File: config.mk
export PLATFORM = sky130hd
export DESIGN_NAME = instruction_fetch_flat
export DESIGN_NICKNAME = d
export VERILOG_FILES = /design/src/rtl/instruction_fetch_if.sv /design/src/rtl/instruction_fetch.sv /design/src/flat_wrapper.sv
export SDC_FILE = /design/constraint.sdc
export NUM_CORES = 1
export LEC_CHECK = 0
export BUFFER_PORTS_ARGS = -buffer_cell sky130_fd_sc_hd__buf_2
export CORE_ASPECT_RATIO = 2
export CORE_MARGIN = 4
export CORE_UTILIZATION = 37
export DETAILED_ROUTE_END_ITERATION = 12
export GPL_TIMING_DRIVEN = 0
export PLACE_DENSITY = 0.65
export REMOVE_ABC_BUFFERS = 1
export SLEW_MARGIN = 5
export SYNTH_ARGS = -nofsm -noshare
export SYNTH_HDL_FRONTEND = slang
export SYNTH_SLANG_ARGS = --single-unit
File: constraint.sdc
create_clock -name clk -period 10 [get_ports clk]
set_clock_uncertainty 0.05 [all_clocks]
set_input_delay 1.5 -clock clk [delete_from_list [all_inputs] [get_ports clk]]
set_output_delay 1.5 -clock clk [all_outputs]
set_load 0.02 [all_outputs]
File: src/rtl/instruction_fetch_if.sv
// Handshake bundle between the fetch stage, instruction memory, the redirect source and the decoder.
// master = fetch stage, slave = environment (memory, decoder, branch unit).
interface instruction_fetch_if;
    logic        imem_req_valid;
    logic        imem_req_ready;
    logic [31:0] imem_req_addr;
    logic        imem_resp_valid;
    logic [31:0] imem_resp_data;
    logic        redirect_valid;
    logic [31:0] redirect_pc;
    logic        inst_valid;
    logic        inst_ready;
    logic [31:0] inst;
    logic [31:0] inst_pc;
    logic        fetch_fault;

    modport master (
        output imem_req_valid, imem_req_addr, inst_valid, inst, inst_pc, fetch_fault,
        input  imem_req_ready, imem_resp_valid, imem_resp_data, redirect_valid, redirect_pc,
               inst_ready
    );

    modport slave (
        input  imem_req_valid, imem_req_addr, inst_valid, inst, inst_pc, fetch_fault,
        output imem_req_ready, imem_resp_valid, imem_resp_data, redirect_valid, redirect_pc,
               inst_ready
    );
endinterface

File: src/rtl/instruction_fetch.sv
// Fetch stage: credit-limited sequential PC requests, DEPTH-entry {pc, word} FIFO, redirect flush.
// Optional misaligned-redirect fault is enabled by defining MISALIGN_CHECK_EN.
module instruction_fetch #(
    parameter logic [31:0] RESET_PC = 32'h0000_0000,
    parameter int unsigned DEPTH    = 4
) (
    input logic                 clk,
    input logic                 rst,
    instruction_fetch_if.master bus
);
    localparam int unsigned PW = $clog2(DEPTH);
    localparam int unsigned CW = 16;

    typedef struct packed {
        logic [31:0] pc;
        logic [31:0] word;
    } fetch_entry_t;

    logic [31:0]             fetch_pc_q, fetch_pc_d;
    logic [31:0]             resp_pc_q, resp_pc_d;
    logic [CW-1:0]           outstanding_q, outstanding_d;
    logic [CW-1:0]           drop_cnt_q, drop_cnt_d;
    logic [PW:0]             count_q, count_d;
    logic [PW-1:0]           rd_ptr_q, rd_ptr_d;
    logic [PW-1:0]           wr_ptr_q, wr_ptr_d;
    fetch_entry_t [DEPTH-1:0] mem_q, mem_d;
    logic                    fault_q, fault_d;

    logic [31:0]   redir_pc;
    logic          redir_bad;
    logic [CW-1:0] occupancy;
    logic          req_fire, pop, push;

`ifdef MISALIGN_CHECK_EN
    assign redir_pc  = bus.redirect_pc;
    assign redir_bad = |bus.redirect_pc[1:0];
`else
    logic unused_redir_lo;
    assign unused_redir_lo = ^bus.redirect_pc[1:0];
    assign redir_pc  = {bus.redirect_pc[31:2], 2'b00};
    assign redir_bad = 1'b0;
`endif

    // Stale in-flight words still hold a slot in outstanding but will never reach the FIFO.
    assign occupancy = CW'(count_q) + outstanding_q - drop_cnt_q;

    assign bus.imem_req_valid = !rst && !bus.redirect_valid && !fault_q
                                && (occupancy < CW'(DEPTH));
    assign bus.imem_req_addr  = fetch_pc_q;
    assign bus.inst_valid     = (count_q != '0);
    assign bus.inst           = mem_q[rd_ptr_q].word;
    assign bus.inst_pc        = mem_q[rd_ptr_q].pc;
    assign bus.fetch_fault    = fault_q;

    assign req_fire = bus.imem_req_valid && bus.imem_req_ready;
    assign pop      = bus.inst_valid && bus.inst_ready;

    always_comb begin
        fetch_pc_d    = fetch_pc_q;
        resp_pc_d     = resp_pc_q;
        outstanding_d = outstanding_q;
        drop_cnt_d    = drop_cnt_q;
        count_d       = count_q;
        rd_ptr_d      = rd_ptr_q;
        wr_ptr_d      = wr_ptr_q;
        mem_d         = mem_q;
        fault_d       = fault_q;
        push          = 1'b0;

        if (bus.redirect_valid) begin
            fetch_pc_d    = redir_pc;
            resp_pc_d     = redir_pc;
            count_d       = '0;
            rd_ptr_d      = '0;
            wr_ptr_d      = '0;
            fault_d       = redir_bad;
            outstanding_d = outstanding_q - CW'(bus.imem_resp_valid);
            // Every surviving in-flight request is now stale; outstanding already includes
            // the ones an earlier redirect marked, so this also covers back-to-back redirects.
            drop_cnt_d    = outstanding_q - CW'(bus.imem_resp_valid);
        end else begin
            if (req_fire)
                fetch_pc_d = fetch_pc_q + 32'd4;
            outstanding_d = outstanding_q + CW'(req_fire) - CW'(bus.imem_resp_valid);
            if (bus.imem_resp_valid) begin
                if (drop_cnt_q != '0)
                    drop_cnt_d = drop_cnt_q - CW'(1);
                else
                    push = 1'b1;
            end
            if (push) begin
                mem_d[wr_ptr_q].pc   = resp_pc_q;
                mem_d[wr_ptr_q].word = bus.imem_resp_data;
                wr_ptr_d             = wr_ptr_q + PW'(1);
                resp_pc_d            = resp_pc_q + 32'd4;
            end
            if (pop)
                rd_ptr_d = rd_ptr_q + PW'(1);
            count_d = count_q + (PW+1)'(push) - (PW+1)'(pop);
        end
    end

    always_ff @(posedge clk) begin
        mem_q <= mem_d;
        if (rst) begin
            fetch_pc_q    <= RESET_PC;
            resp_pc_q     <= RESET_PC;
            outstanding_q <= '0;
            drop_cnt_q    <= '0;
            count_q       <= '0;
            rd_ptr_q      <= '0;
            wr_ptr_q      <= '0;
            fault_q       <= 1'b0;
        end else begin
            fetch_pc_q    <= fetch_pc_d;
            resp_pc_q     <= resp_pc_d;
            outstanding_q <= outstanding_d;
            drop_cnt_q    <= drop_cnt_d;
            count_q       <= count_d;
            rd_ptr_q      <= rd_ptr_d;
            wr_ptr_q      <= wr_ptr_d;
            fault_q       <= fault_d;
        end
    end
endmodule
File: src/flat_wrapper.sv
// flat-port wrapper written by rule: the top's interface ports become plain ports
module instruction_fetch_flat 
#(
    parameter logic [31:0] RESET_PC = 32'h0000_0000,
    parameter int unsigned DEPTH    = 4
)
  (clk, rst, bus_imem_req_valid, bus_imem_req_addr, bus_inst_valid, bus_inst, bus_inst_pc, bus_fetch_fault, bus_imem_req_ready, bus_imem_resp_valid, bus_imem_resp_data, bus_redirect_valid, bus_redirect_pc, bus_inst_ready);
  instruction_fetch_if bus_i ();
  input logic clk;
  input logic rst;
  output wire logic [$bits(bus_i.imem_req_valid)-1:0] bus_imem_req_valid;
  output wire logic [$bits(bus_i.imem_req_addr)-1:0] bus_imem_req_addr;
  output wire logic [$bits(bus_i.inst_valid)-1:0] bus_inst_valid;
  output wire logic [$bits(bus_i.inst)-1:0] bus_inst;
  output wire logic [$bits(bus_i.inst_pc)-1:0] bus_inst_pc;
  output wire logic [$bits(bus_i.fetch_fault)-1:0] bus_fetch_fault;
  input wire logic [$bits(bus_i.imem_req_ready)-1:0] bus_imem_req_ready;
  input wire logic [$bits(bus_i.imem_resp_valid)-1:0] bus_imem_resp_valid;
  input wire logic [$bits(bus_i.imem_resp_data)-1:0] bus_imem_resp_data;
  input wire logic [$bits(bus_i.redirect_valid)-1:0] bus_redirect_valid;
  input wire logic [$bits(bus_i.redirect_pc)-1:0] bus_redirect_pc;
  input wire logic [$bits(bus_i.inst_ready)-1:0] bus_inst_ready;
  assign bus_imem_req_valid = bus_i.imem_req_valid;
  assign bus_imem_req_addr = bus_i.imem_req_addr;
  assign bus_inst_valid = bus_i.inst_valid;
  assign bus_inst = bus_i.inst;
  assign bus_inst_pc = bus_i.inst_pc;
  assign bus_fetch_fault = bus_i.fetch_fault;
  assign bus_i.imem_req_ready = bus_imem_req_ready;
  assign bus_i.imem_resp_valid = bus_imem_resp_valid;
  assign bus_i.imem_resp_data = bus_imem_resp_data;
  assign bus_i.redirect_valid = bus_redirect_valid;
  assign bus_i.redirect_pc = bus_redirect_pc;
  assign bus_i.inst_ready = bus_inst_ready;
  instruction_fetch #(.RESET_PC(RESET_PC), .DEPTH(DEPTH)) u_core (.clk(clk), .rst(rst), .bus(bus_i));
endmodule
==> flow_summary.json <==
{
  "status": "finished, final reports clean",
  "ys_seq_elements": 347,
  "highest_layer": "met4",
  "worstHoldPathType": "reg2reg",
  "grt_pass1_vias": 12269,
  "final.setup.worst_slack_ns": 3.251,
  "std_cell_rows": 112,
  "firstDrtPassIters": 5,
  "yosys-mux-area-fraction": 0.08281,
  "hold_buffers": 0,
  "hold_viol": 0,
  "yosys-top-cells-count": "edfxtp_1, and2_1, dfxtp_1",
  "cts.sinks": 347,
  "peakVddDrop_mv": 0.1259,
  "drtIter0Drc": 840,
  "fin_setup_tns_ns": 0,
  "routabilityCongestion": 0.8604,
  "yosysTopAreaCellShare": 0.4286,
  "cp_data_required_time_ns": 10.35,
  "nets": 1717,
  "ys_seq_area_frac": 0.5427,
  "power_uw": 4366,
  "post-dp-hpwl_microns": 33210,
  "post_drt_wl_per_cell_microns": 20.61,
  "slew-limit-headroom": 0.1184,
  "met2WireLength_microns": 25440,
  "cts_made_buffers": 30,
  "drv_cap": 0,
  "portBuffers": 161,
  "fmax_mhz": 148.2,
  "wl_met1_microns": 16130,
  "synth_cells": 1444,
  "grt_pass1_wl_microns": 69740,
  "synthSimpleGateAreaFrac": 0.1514,
  "cts_resized": 0,
  "final_core_util": 0.4280,
  "yosysWarnings": 0,
  "netlist-cell-type-count": 76,
  "nFillCells": 4366,
  "crit_type": "reg2reg",
  "synth_edf_count": 248,
  "clk_latency_ns": 0.57,
  "drive_gt1_frac": 0.1876,
  "place_ws_ns": 2.636,
  "yosys-top-cells-area": "edfxtp_1, dfxtp_1, mux4_2",
  "worstSetupEndpointType": "register",
  "synthArstFlopShare": 0,
  "yosysMostFrequentCell": "edfxtp_1",
  "post_cts_buffers": 0,
  "power.leakage_uw": 0.007005,
  "min_period_over_period": 0.6749,
  "rsz0062_at_grt": "false",
  "drc": 0,
  "synth_compound_area_frac": 0.09354,
  "min_period_ns": 6.749,
  "drt_wl_total_microns": 45910,
  "dr_wl_met3_microns": 2045,
  "p_per_area_nw_per_um2": 219.3,
  "synth_area_per_cell_sq_um": 12.03,
  "crit_fanout": 14,
  "synth_xor_area_frac": 0.03982,
  "worstMarginPinSlew_ns": 1.322,
  "arrival_ns": 7.10,
  "cts_root_buf": "clkbuf_16",
  "routed_via_density": 5.317,
  "ys.flop_type": "edfxtp_1",
  "die_area_sq_um": 50700,
  "syn2layout_area_growth_pct": 14.60,
  "cts.clk_slew.worst_paths_ns": 0.07,
  "critPathLaunchType": "register",
  "grt_overflow_total": 0,
  "drtAntennaViolNets": 0,
  "synth_top_family_by_area": "simple AND/OR/NAND/NOR gates",
  "die_height_microns": 314.5,
  "core_sq_um": 46520,
  "cts_tree": "done",
  "grt_max_degree": 82,
  "num_vias": 11841,
  "yosys.area_share.adder": 0.05358,
  "synth.largest_area_cell": "edfxtp_1",
  "antenna_found_initial": 1,
  "track_usage": 0.1762,
  "num_io_pins": 169,
  "cts_max_level": 1,
  "start_util": 0.3735,
  "die_w_microns": 161.2,
  "setup_violations": 0,
  "ctsLongestPathBuffers": 3,
  "synth_area_sq_um": 17380,
  "final-max-slew-violation-count": 0
}
==> layer usage <==
layer	GRT usage	up-vias
met5	0	-
met3	0.02345	108
li1	-	5572
met1	0.1806	5842
met4	0.08364	0
met2	0.3462	319
==> power by group <==
group          switching, uW  total, uW  internal [uW]
sequential              78.1       1670           1590
combinational            894       1480            581
clock                    537       1220            681
total                   1510       4370           2860
==> layout by cell type, fill, tap and decap left out, types with 7 or more instances in the layout <==
master / instances
o21bai_1: 12
and4_1: 7
or3_1: 7
o31ai_1: 11
ha_1: 66
and2_1: 139
a21oi_1: 67
nand3_1: 49
nand2_1: 82
clkbuf_16: 31
and3_1: 15
nor2_1: 80
a21boi_0: 34
mux4_2: 62
nand4_1: 22
dfxtp_1: 97
o21a_1: 11
buf_2: 160
xnor2_1: 54
inv_1: 80
nor4_1: 21
edfxtp_1: 248
a211oi_1: 32
nor3_1: 32
o21ai_0: 11
xor2_1: 25
==> flip-flops by register name (all words and copies together), names as in the netlist <==
register	flops
u_core.count_q	3
u_core.rd_ptr_q	2
u_core.resp_pc_q	30
u_core.bus.imem_req_addr	30
u_core.mem_q	248
u_core.outstanding_q	16
u_core.drop_cnt_q	16
u_core.wr_ptr_q	2
==> cell families after synthesis <==
family / Yosys count
flops: 347
other cells: 1
simple gates: 489
mux: 66
xor+xnor: 79
compound gates: 234
fa+ha+maj: 72
buf+inv: 156
==> metrics by stage <==
stage | area [sq um] | cells | hold slack, ns
3_3_place_gp | 18660 | 2161 | 0.4281
3_5_place_dp | 18870 | 2169 | 0.4512
6_report | 19910 | 2227 | 0.4532
5_1_grt | 19910 | 2226 | 0.4893
4_1_cts | 19890 | 2225 | 0.4598
2_1_floorplan | 17070 | 1373 | 0.4192
==> path summary, 6_finish.rpt <==
kind         cells past startpoint                  endpoint          startpoint  slack, ns
max reg2reg                     23  u_core.outstanding_q[12]   u_core.count_q[1]       3.25
max                             23  u_core.outstanding_q[12]   u_core.count_q[1]       3.25
min reg2reg                      2        u_core.wr_ptr_q[1]  u_core.wr_ptr_q[1]       0.45
min                              2        u_core.wr_ptr_q[1]  u_core.wr_ptr_q[1]       0.45
==> critical path: stages, from the launching register on <==
cell	delay [ns]
dfxtp_1	0.40
inv_1	0.10
fa_1	0.54
inv_1	0.05
ha_1	0.25
or3_1	0.40
o221a_2	0.29
nand3_1	0.15
mux2_2	0.35
a21oi_1	0.33
nand2_1	0.47
nor3_1	0.45
and2_1	0.26
ha_1	0.21
inv_1	0.06
fa_1	0.41
o21bai_1	0.17
a21oi_1	0.13
o21bai_1	0.28
a221oi_1	0.17
o41a_1	0.39
a221oi_1	0.34
xnor2_1	0.19
a21boi_0	0.11
==> layout make-up <==
cell class                      count  area, sq um  area share
Inverter                           81        306.5     0.01540
Sequential cell                   347         9437      0.4739
Multi-Input combinational cell    945         7352      0.3692
Tap cell                          627        784.5     0.03940
Clock inverter                     14        157.7    0.007918
Timing Repair Buffer              170         1011     0.05077
Clock buffer                       42        860.8     0.04323
Antenna cell                        1        2.502   0.0001257
(Power assumes the default switching activity.)
